<file path="src/rtl/alex_tr_sequencer_if.sv">
// Handshake between the T/R sequencer and the Alex SPI serializer.
interface alex_tr_sequencer_if;
    logic        spi_start;
    logic [31:0] spi_word;
    logic        spi_busy;

    modport master (output spi_start, output spi_word, input spi_busy);
    modport slave  (input spi_start, input spi_word, output spi_busy);
endinterface

</file>
<file path="src/rtl/alex_tr_sequencer.sv">
// Alex T/R sequencer: owns the SPI engine, inserts TR/red-LED bits, and orders
// relay vs RF enable so the relay never switches while RF is driven.
module alex_tr_sequencer #(
    parameter int unsigned SETTLE_CYCLES = 122880,
    parameter int unsigned DRAIN_CYCLES  = 1229,
    parameter int unsigned CNT_W         = 21
) (
    input  logic                  clock,
    input  logic                  reset_n,
    input  logic                  ptt_req,
    input  logic [15:0]           tx_cfg,
    input  logic [15:0]           rx_cfg,
    alex_tr_sequencer_if.master   spi,
    output logic                  tr_state,
    output logic                  tx_enable,
    output logic                  seq_busy
);

    localparam int unsigned WORD_W = 32;
    // tx[12], tx[11] and rx[15] of the combined word all follow the relay state
    localparam logic [WORD_W-1:0] TR_MASK = 32'h1800_8000;

    typedef enum logic [2:0] {
        RX_IDLE,
        CFG_SEND,
        KEY_SEND,
        KEY_SETTLE,
        TX_ACTIVE,
        UNKEY_DRAIN,
        UNKEY_SEND,
        UNKEY_SETTLE
    } state_t;

    state_t              state_q, state_d;
    logic [CNT_W-1:0]    cnt_q, cnt_d;
    logic [WORD_W-1:0]   last_sent_q, last_sent_d;
    logic                init_pending_q, init_pending_d;
    logic                seen_busy_q, seen_busy_d;
    logic                start_d;
    logic [WORD_W-1:0]   word_d;
    logic                tr_d, txen_d, seq_busy_d;

    logic [WORD_W-1:0]   cfg_word_c;
    logic                cfg_dirty_c;
    logic                send_done_c;

    // Masked config word, change detect and serializer completion event
    always_comb begin
        cfg_word_c  = {tx_cfg, rx_cfg} & ~TR_MASK;
        cfg_dirty_c = (cfg_word_c != last_sent_q) || init_pending_q;
        send_done_c = seen_busy_q && !spi.spi_busy;
    end

    // Next-state and registered-output values
    always_comb begin
        state_d        = state_q;
        cnt_d          = cnt_q;
        last_sent_d    = last_sent_q;
        init_pending_d = init_pending_q;
        seen_busy_d    = seen_busy_q;
        start_d        = 1'b0;
        word_d         = spi.spi_word;
        tr_d           = tr_state;
        txen_d         = tx_enable;

        case (state_q)
            RX_IDLE: begin
                tr_d   = 1'b0;
                txen_d = 1'b0;
                if (!spi.spi_busy) begin
                    if (ptt_req) begin
                        state_d     = KEY_SEND;
                        start_d     = 1'b1;
                        word_d      = cfg_word_c | TR_MASK;
                        tr_d        = 1'b1;
                        seen_busy_d = 1'b0;
                    end else if (cfg_dirty_c) begin
                        state_d     = CFG_SEND;
                        start_d     = 1'b1;
                        word_d      = cfg_word_c;
                        seen_busy_d = 1'b0;
                    end
                end
            end

            CFG_SEND, KEY_SEND, UNKEY_SEND: begin
                if (spi.spi_busy) begin
                    seen_busy_d = 1'b1;
                end
                if (send_done_c) begin
                    last_sent_d    = spi.spi_word & ~TR_MASK;
                    init_pending_d = 1'b0;
                    seen_busy_d    = 1'b0;
                    if (state_q == CFG_SEND) begin
                        state_d = RX_IDLE;
                    end else if (state_q == KEY_SEND) begin
                        cnt_d   = CNT_W'(SETTLE_CYCLES - 1);
                        state_d = KEY_SETTLE;
                    end else begin
                        cnt_d   = CNT_W'(SETTLE_CYCLES - 1);
                        state_d = UNKEY_SETTLE;
                    end
                end
            end

            KEY_SETTLE: begin
                if (!ptt_req) begin
                    // Aborted before RF was enabled: release relay without drain
                    state_d     = UNKEY_SEND;
                    start_d     = 1'b1;
                    word_d      = cfg_word_c;
                    tr_d        = 1'b0;
                    seen_busy_d = 1'b0;
                end else if (cnt_q == '0) begin
                    state_d = TX_ACTIVE;
                    txen_d  = 1'b1;
                end else begin
                    cnt_d = cnt_q - CNT_W'(1);
                end
            end

            TX_ACTIVE: begin
                txen_d = 1'b1;
                if (!ptt_req) begin
                    txen_d  = 1'b0;
                    cnt_d   = CNT_W'(DRAIN_CYCLES - 1);
                    state_d = UNKEY_DRAIN;
                end
            end

            UNKEY_DRAIN: begin
                txen_d = 1'b0;
                if (cnt_q == '0) begin
                    // Current cfg goes out here, flushing any change deferred while keyed
                    state_d     = UNKEY_SEND;
                    start_d     = 1'b1;
                    word_d      = cfg_word_c;
                    tr_d        = 1'b0;
                    seen_busy_d = 1'b0;
                end else begin
                    cnt_d = cnt_q - CNT_W'(1);
                end
            end

            UNKEY_SETTLE: begin
                if (cnt_q == '0) begin
                    state_d = RX_IDLE;
                end else begin
                    cnt_d = cnt_q - CNT_W'(1);
                end
            end

            default: begin
                state_d = RX_IDLE;
            end
        endcase

        seq_busy_d = !((state_d == RX_IDLE) || (state_d == TX_ACTIVE));
    end

    // State and output registers with synchronous active-low reset
    always_ff @(posedge clock) begin
        if (!reset_n) begin
            state_q        <= RX_IDLE;
            cnt_q          <= '0;
            last_sent_q    <= '0;
            init_pending_q <= 1'b1;
            seen_busy_q    <= 1'b0;
            spi.spi_start  <= 1'b0;
            spi.spi_word   <= '0;
            tr_state       <= 1'b0;
            tx_enable      <= 1'b0;
            seq_busy       <= 1'b0;
        end else begin
            state_q        <= state_d;
            cnt_q          <= cnt_d;
            last_sent_q    <= last_sent_d;
            init_pending_q <= init_pending_d;
            seen_busy_q    <= seen_busy_d;
            spi.spi_start  <= start_d;
            spi.spi_word   <= word_d;
            tr_state       <= tr_d;
            tx_enable      <= txen_d;
            seq_busy       <= seq_busy_d;
        end
    end

endmodule
</file>
<file path="src/flat_wrapper.sv">
// flat-port wrapper written by rule: the top's interface ports become plain ports
module alex_tr_sequencer_flat 
#(
    parameter int unsigned SETTLE_CYCLES = 122880,
    parameter int unsigned DRAIN_CYCLES  = 1229,
    parameter int unsigned CNT_W         = 21
)
  (clock, reset_n, ptt_req, tx_cfg, rx_cfg, tr_state, tx_enable, seq_busy, spi_spi_start, spi_spi_word, spi_spi_busy);
  alex_tr_sequencer_if spi_i ();
  input  logic clock;
  input  logic reset_n;
  input  logic ptt_req;
  input  logic [15:0] tx_cfg;
  input  logic [15:0] rx_cfg;
  output logic tr_state;
  output logic tx_enable;
  output logic seq_busy;
  output wire logic [$bits(spi_i.spi_start)-1:0] spi_spi_start;
  output wire logic [$bits(spi_i.spi_word)-1:0] spi_spi_word;
  input wire logic [$bits(spi_i.spi_busy)-1:0] spi_spi_busy;
  assign spi_spi_start = spi_i.spi_start;
  assign spi_spi_word = spi_i.spi_word;
  assign spi_i.spi_busy = spi_spi_busy;
  alex_tr_sequencer #(.SETTLE_CYCLES(SETTLE_CYCLES), .DRAIN_CYCLES(DRAIN_CYCLES), .CNT_W(CNT_W)) u_core (.clock(clock), .reset_n(reset_n), .ptt_req(ptt_req), .tx_cfg(tx_cfg), .rx_cfg(rx_cfg), .spi(spi_i), .tr_state(tr_state), .tx_enable(tx_enable), .seq_busy(seq_busy));
endmodule
</file>
<file path="config.mk">
export PLATFORM = sky130hd
export DESIGN_NAME = alex_tr_sequencer_flat
export DESIGN_NICKNAME = d
export VERILOG_FILES = /design/src/rtl/alex_tr_sequencer_if.sv /design/src/rtl/alex_tr_sequencer.sv /design/src/flat_wrapper.sv
export SDC_FILE = /design/constraint.sdc
export NUM_CORES = 1
export LEC_CHECK = 0
export CAP_MARGIN = 0
export CORE_ASPECT_RATIO = 0.5
export CORE_MARGIN = 8
export CORE_UTILIZATION = 49
export DETAILED_ROUTE_END_ITERATION = 8
export PLACE_DENSITY_LB_ADDON = 0.2
export SLEW_MARGIN = 20
export SYNTH_ARGS = -nofsm -noshare
export SYNTH_HDL_FRONTEND = slang
export SYNTH_SLANG_ARGS = --single-unit
</file>
<file path="constraint.sdc">
create_clock -name clock -period 2.1 [get_ports clock]
set_input_delay 0.525 -clock clock [delete_from_list [all_inputs] [get_ports clock]]
set_output_delay 0.525 -clock clock [all_outputs]
set_load 0.02 [all_outputs]
</file>
==> results of run 1 <==
-- registers in the layout (all words and copies together) (netlist names), named ones only --
signal                 flops
u_core.cnt_q              21
u_core.init_pending_q      1
u_core.last_sent_q        29
u_core.seen_busy_q         1
u_core.seq_busy            1
u_core.spi.spi_start       1
u_core.spi.spi_word       30
u_core.state_q             2
u_core.tr_state            1
u_core.tx_enable           1
-- final timing paths --
check,start,end
worst max-delay path,tx_cfg[10],u_core.spi.spi_word[11]
worst min-delay path,tx_cfg[6],u_core.spi.spi_word[22]
worst max register to register,u_core.last_sent_q[4],u_core.spi.spi_word[11]
worst min register to register,u_core.init_pending_q,u_core.init_pending_q
-- layout make-up --
class                      instances  area [sq um]  area share, %
multi-input combinational        414          2710           42.7
sequential                        89          1790           28.1
timing repair buffer             149          1360           21.4
clock buffer                      10           229           3.61
tap                              117           146           2.31
inverter                          17          66.3           1.04
clock inverter                     6          51.3          0.808
-- logic make-up after synthesis --
logic type | after synthesis | share of synthesized area, %
fa+ha+maj | 2 | 0.553
flops | 89 | 39.4
xor+xnor | 24 | 4.65
simple gates | 234 | 24.7
mux | 34 | 7.55
buf+inv | 54 | 6.22
compound gates | 120 | 17.0
-- layer usage --
metal / global-route usage [%] / wire length [um]
met1: 23.0 / 5680
met3: 5.56 / 688
met5: 0 / 0
met2: 33.1 / 6080
met4: 6.69 / 293
-- critical path, cell delays in order --
cell	delay, ns
dlygate4sd2_1	0.27
xor2_2	0.16
nor4_2	0.30
nand4_1	0.23
o31ai_4	0.33
a21oi_4	0.12
buf_12	0.17
clkbuf_16	0.15
mux2i_1	0.11
-- where the power goes --
group | total (mW) | internal [mW] | switching [mW]
clock network | 1.54 | 0.820 | 0.723
registers | 2.42 | 2.07 | 0.347
logic | 5.30 | 2.57 | 2.72
-- what timing repair did --
item,CTS,global route
hold buffers,0,0
gates cloned,1,1
resized for setup,60,35
endpoints found under the setup margin,41,50
pin swaps,18,20
buffers inserted,4,4
-- through the flow --
step                 TNS (ns)  hold slack, ns  instances  worst slack (ns)
floorplan                   0           0.422        557            0.0313
global placement       -31.54           0.432        778            -0.754
detailed placement     -33.00           0.435        778            -0.803
CTS                 -0.000773           0.447        798         -0.000773
global route            -2.17           0.422        802            -0.107
finish                 -0.216           0.434        802           -0.0304
-- cell usage in the layout, fill, tap and decap left out, drive strengths merged, types with 19 or more instances in the layout --
master and count:
o21ai 26, inv 19, dlygate4sd2 19, clkdlybuf4s50 41, mux2i 33, a21oi 55
xor2 21, buf 81, dfxtp 89, nor2 34, nand2 138
==> run_results.csv, run 1 <==
group,metric,value,unit
outcome,status,"finished with violations",
outcome,violations,"setup timing",
routing,wire_per_inst,15.9,um
setup_path,critPathCaptureType,"flop",
clock_tree,cts_sinks,89,
clock_tree,htreeDepth,3,
yosys,synth_top_area_share,39.4,%
yosys,synth_most_common_cell,"nand2_1",
finish,syn_to_final_growth,40.3,%
yosys,yosys.area.top_type,"dfxtp_1",
setup_path,reg2reg_depth,8,
timing,hold_viol,0,
yosys,synth_area,4520,sq um
grt,grt_first_pass_wirelength,20800,um
routing,drt_wl_total,12700,um
pwr,peakVddDrop,0.00104,V
grt,grt_max_degree,62,
setup_path,crit_fanout,5,
clock_tree,cts_root_buf,"clkbuf_16",
floorplanning,die_y,83.9,um
timing,fin_crit_sh,101,%
setup_path,r2r_setup_slack,0.01,ns
finish,num-nets-final,718,
place,port-buffer-count,68,
worst_hold_path,hp-class,"in -> reg",
clock_tree,clockBufferDepth,2,
place,placed_area,5720,sq um
setup_path,crit_arrival,2.37,ns
yosys,synth_area_per_cell,8.12,sq um
timing,setup_viol,11,
finish,fill_cells,703,
routing,drt.antenna.violating_nets,0,
pwr,p_per_area,1460,nW/um^2
finish,drive_above_1_share,23.6,%
pwr,p_leak,2.58,nW
yosys,synthesis.nets,595,
yosys,syn_inst,557,
yosys,ys_ff_latch,89,
floorplanning,ios,72,
grt,grt_usage,19.4,%
clock_tree,cts_made_buffers,9,
grt,antenna_found_initial,0,
job,drv_cap,0,
timing,maxSlewHeadroom,52.9,%
setup_path,required,2.34,ns
routing,drc,0,
timing,worstMarginPinSlew,0.701,ns
routing,detail_route.first_pass.iterations,5,
yosys,async_reset_ff_share,0,%
finish,final_area,6350,sq um
clock_tree,insertion_delay,0.35,ns
setup_path,startpoint_type,"input pin",
grt,grt_pass1_vias,4257,
yosys,synth_area_leaders,"dfxtp_1, nand2_1, mux2i_1",
timing,skew,0.00909,ns
routing,vias_per_cell,5.36,
yosys,ys.flop_type,"dfxtp_1",
yosys,synth_common_cells,"nand2_1, dfxtp_1, a21oi_1",
finish,finish.utilization,71.9,%
floorplanning,rows,24,
yosys,yosys_warnings,0,
setup_path,crit_type,"in -> reg",
floorplanning,fp.coreArea,8830,sq um
clock_tree,cts_tree,"done",
timing,fmax,469,MHz
timing,drv_slew,0,
floorplanning,start_util,51.2,%
place,gp_congestion,0.889,
pwr,power.total,9.26,mW
routing,num_vias,4300,
timing,worst_slack,-0.0304,ns
grt,overflow,0,
place,place_hpwl,8500,um
floorplanning,die_w,152,um
timing,fin_crit,2.13,ns
yosys,ys_types,57,
timing,rsz0062_at_grt,"true",
yosys,ys_seq_area_share,39.4,%
floorplanning,die_area,12800,sq um
yosys,synth-edff-count,0,
routing,first_iter_violations,287,
finish,diodes,0,
worst_hold_path,min_path_cells,3,
clock_tree,cts.clk_slew.worst_paths,0.07,ns
(Power assumes the default switching activity.)
==> run 2: changes to the inputs <==
CORE_UTILIZATION = 54   (was 49)
clock period = 2 ns   (was 2.1 ns; I/O delays follow)
==> run 2 against run 1 <==
  * The flow still finishes with violations (setup timing)
  * Total power up 13%
  * Sequential power is 6% higher
  * Flip-flop and latch count stayed put
  * Wire length grew 10%
  * Non-clock buffer count increased by 11
  * Critical path depth did not move
  * Die area down 7.9%
  * Combinational power up 16%
  * Global-route usage up 3.0 points
  * Worst hold slack worse by 0.028 ns
  * Via count up 5.6%
  * First-iteration DRC count is 34% higher
==> run_results.csv, run 2 (synthesized netlist as in run 1, its figures left out) <==
group,metric,value,unit
outcome,status,"finished with violations",
outcome,violations,"setup timing",
pwr,p_leak,2.68,nW
clock_tree,cts.clk_slew.worst_paths,0.07,ns
finish,finish.utilization,81.3,%
floorplanning,die_w,145,um
finish,largest_reg_flops,30,
routing,drc,0,
routing,wire_per_inst,17.4,um
clock_tree,cts_root_buf,"clkbuf_16",
setup_path,required,2.28,ns
floorplanning,rows,23,
floorplanning,die_y,80.7,um
routing,first_iter_violations,385,
worst_hold_path,hp-start,"rx_cfg[13]",
setup_path,crit_fanout,7,
timing,fin_crit_sh,104,%
grt,antenna_found_initial,0,
routing,drt_wl_total,14100,um
setup_path,critPathCaptureType,"flop",
setup_path,r2r_setup_slack,-0.08,ns
timing,maxSlewHeadroom,70.0,%
setup_path,path_delay_family,"simple AND/OR/NAND/NOR gates",
grt,grt_max_degree,41,
setup_path,startpoint_type,"flop",
floorplanning,start_util,56.1,%
clock_tree,insertion_delay,0.35,ns
timing,fmax,480,MHz
grt,grt_first_pass_wirelength,21300,um
timing,drv_slew,0,
finish,largest-register,"u_core.spi.spi_word",
clock_tree,htreeDepth,3,
timing,setup_viol,38,
finish,fill_cells,508,
grt,overflow,0,
timing,rsz0062_at_grt,"true",
place,place_hpwl,8840,um
worst_hold_path,hold_path_end,"u_core.spi.spi_word[13]",
pwr,peakVddDrop,0.000947,V
clock_tree,cts_sinks,89,
pwr,p_per_area,1600,nW/um^2
setup_path,crit_type,"reg -> reg",
setup_path,crit_arrival,2.36,ns
grt,grt_pass1_vias,4374,
floorplanning,fp.coreArea,8060,sq um
timing,skew,0.00709,ns
routing,vias_per_cell,5.62,
worst_hold_path,hp-class,"in -> reg",
routing,drt.antenna.violating_nets,0,
timing,worst_slack,-0.0840,ns
finish,diodes,0,
timing,hold_viol,0,
finish,syn_to_final_growth,44.8,%
routing,num_vias,4539,
place,port-buffer-count,68,
finish,largest_registers,"u_core.spi.spi_word x30, u_core.last_sent_q x29, u_core.cnt_q x21",
clock_tree,hold_buffers,0,
floorplanning,ios,72,
setup_path,slowest_stage,"dfxtp_2",
timing,worstMarginPinSlew,0.446,ns
setup_path,path_common_cell,"buf_6",
setup_path,critPathBufInv,3,
routing,detail_route.first_pass.iterations,5,
clock_tree,clockBufferDepth,2,
setup_path,reg2reg_depth,9,
finish,drive_above_1_share,27.6,%
finish,layout_common_cells,"nand2_1, dfxtp_1, buf_4",
clock_tree,cts_tree,"done",
setup_path,max_stage_delay,0.33,ns
grt,grt_usage,22.4,%
place,gp_congestion,0.861,
setup_path,crit_chain,"nor3_4 -> nand4_4 -> buf_6 -> o31ai_4 -> buf_4 -> and2_4 -> buf_6 -> o21ai_2 -> a21oi_1",
setup_path,r2r-end,"u_core.cnt_q[9]",
place,dp_slack,-0.816,ns
floorplanning,die_area,11700,sq um
setup_path,worstReg2RegStart,"u_core.cnt_q[9]",
job,drv_cap,0,
finish,num-nets-final,730,
timing,fin_crit,2.08,ns
setup_path,cp-startpoint,"u_core.cnt_q[9]",
clock_tree,cts_made_buffers,9,
finish,final_common_cell,"nand2_1",
worst_hold_path,min_path_cells,3,
run 2: layout make-up:
class / instances / area (sq um) / area share [%]
flip-flops and latches: 89 / 1790 / 27.3
clock inverters: 5 / 63.8 / 0.974
well taps: 112 / 140 / 2.14
multi-input cells: 415 / 2780 / 42.4
clock buffers: 10 / 239 / 3.65
repair buffers: 160 / 1470 / 22.5
inverters: 17 / 63.8 / 0.974
run 2: worst reg2reg max path, delay by kind of cell, from the launching register on:
kind / cells / cell delay, ns
AND/OR/NAND/NOR: 3 / 0.70
buffers and inverters: 3 / 0.51
AO/OA/AOI/OAI: 3 / 0.48
flip-flops: 1 / 0.33
run 2: what timing repair did:
action                                  CTS  global route
gates resized for setup                  85            53
pin swaps                                25            25
gates cloned                              2             1
endpoints found under the setup margin   54            51
setup buffers                            10             4
run 2: worst max path at each step:
stage,endpoint,slack [ns],cells after the start
after floorplan,u_core.cnt_q[18],0.01,7
after global placement,u_core.spi.spi_word[1],-0.75,9
after detailed placement,u_core.spi.spi_word[5],-0.82,9
after CTS,u_core.cnt_q[14],-0.02,8
after global routing,u_core.cnt_q[9],-0.17,9
final,u_core.cnt_q[9],-0.08,9
run 2: metrics by stage:
step / power, mW / cell area [sq um] / std cells / hold slack, ns / setup TNS (ns)
after floorplan: 5.48 / 4530 / 557 / 0.422 / 0
after global placement: 7.31 / 5770 / 778 / 0.430 / -32.38
after detailed placement: 7.40 / 5770 / 778 / 0.441 / -35.14
after CTS: 10.0 / 6370 / 804 / 0.412 / -0.0192
after global routing: 11.0 / 6550 / 808 / 0.419 / -4.36
final: 10.5 / 6550 / 808 / 0.406 / -1.13
run 2: metal layers:
layer | vias up | track usage (%) | routed length [um]
li1 | 2171 | - | -
met2 | 174 | 39.6 | 7080
met3 | 34 | 6.00 | 838
met5 | - | 0 | 0
met1 | 2160 | 26.1 | 5840
met4 | 0 | 9.06 | 299
run 2: report_power, final:
part           internal [mW]  total [mW]  leakage, nW  switching, mW
sequential              2.18        2.56        0.729          0.377
clock                   1.01        1.75        0.151          0.743
combinational           3.00        6.14         1.80           3.14
total                   6.19        10.5         2.68           4.27
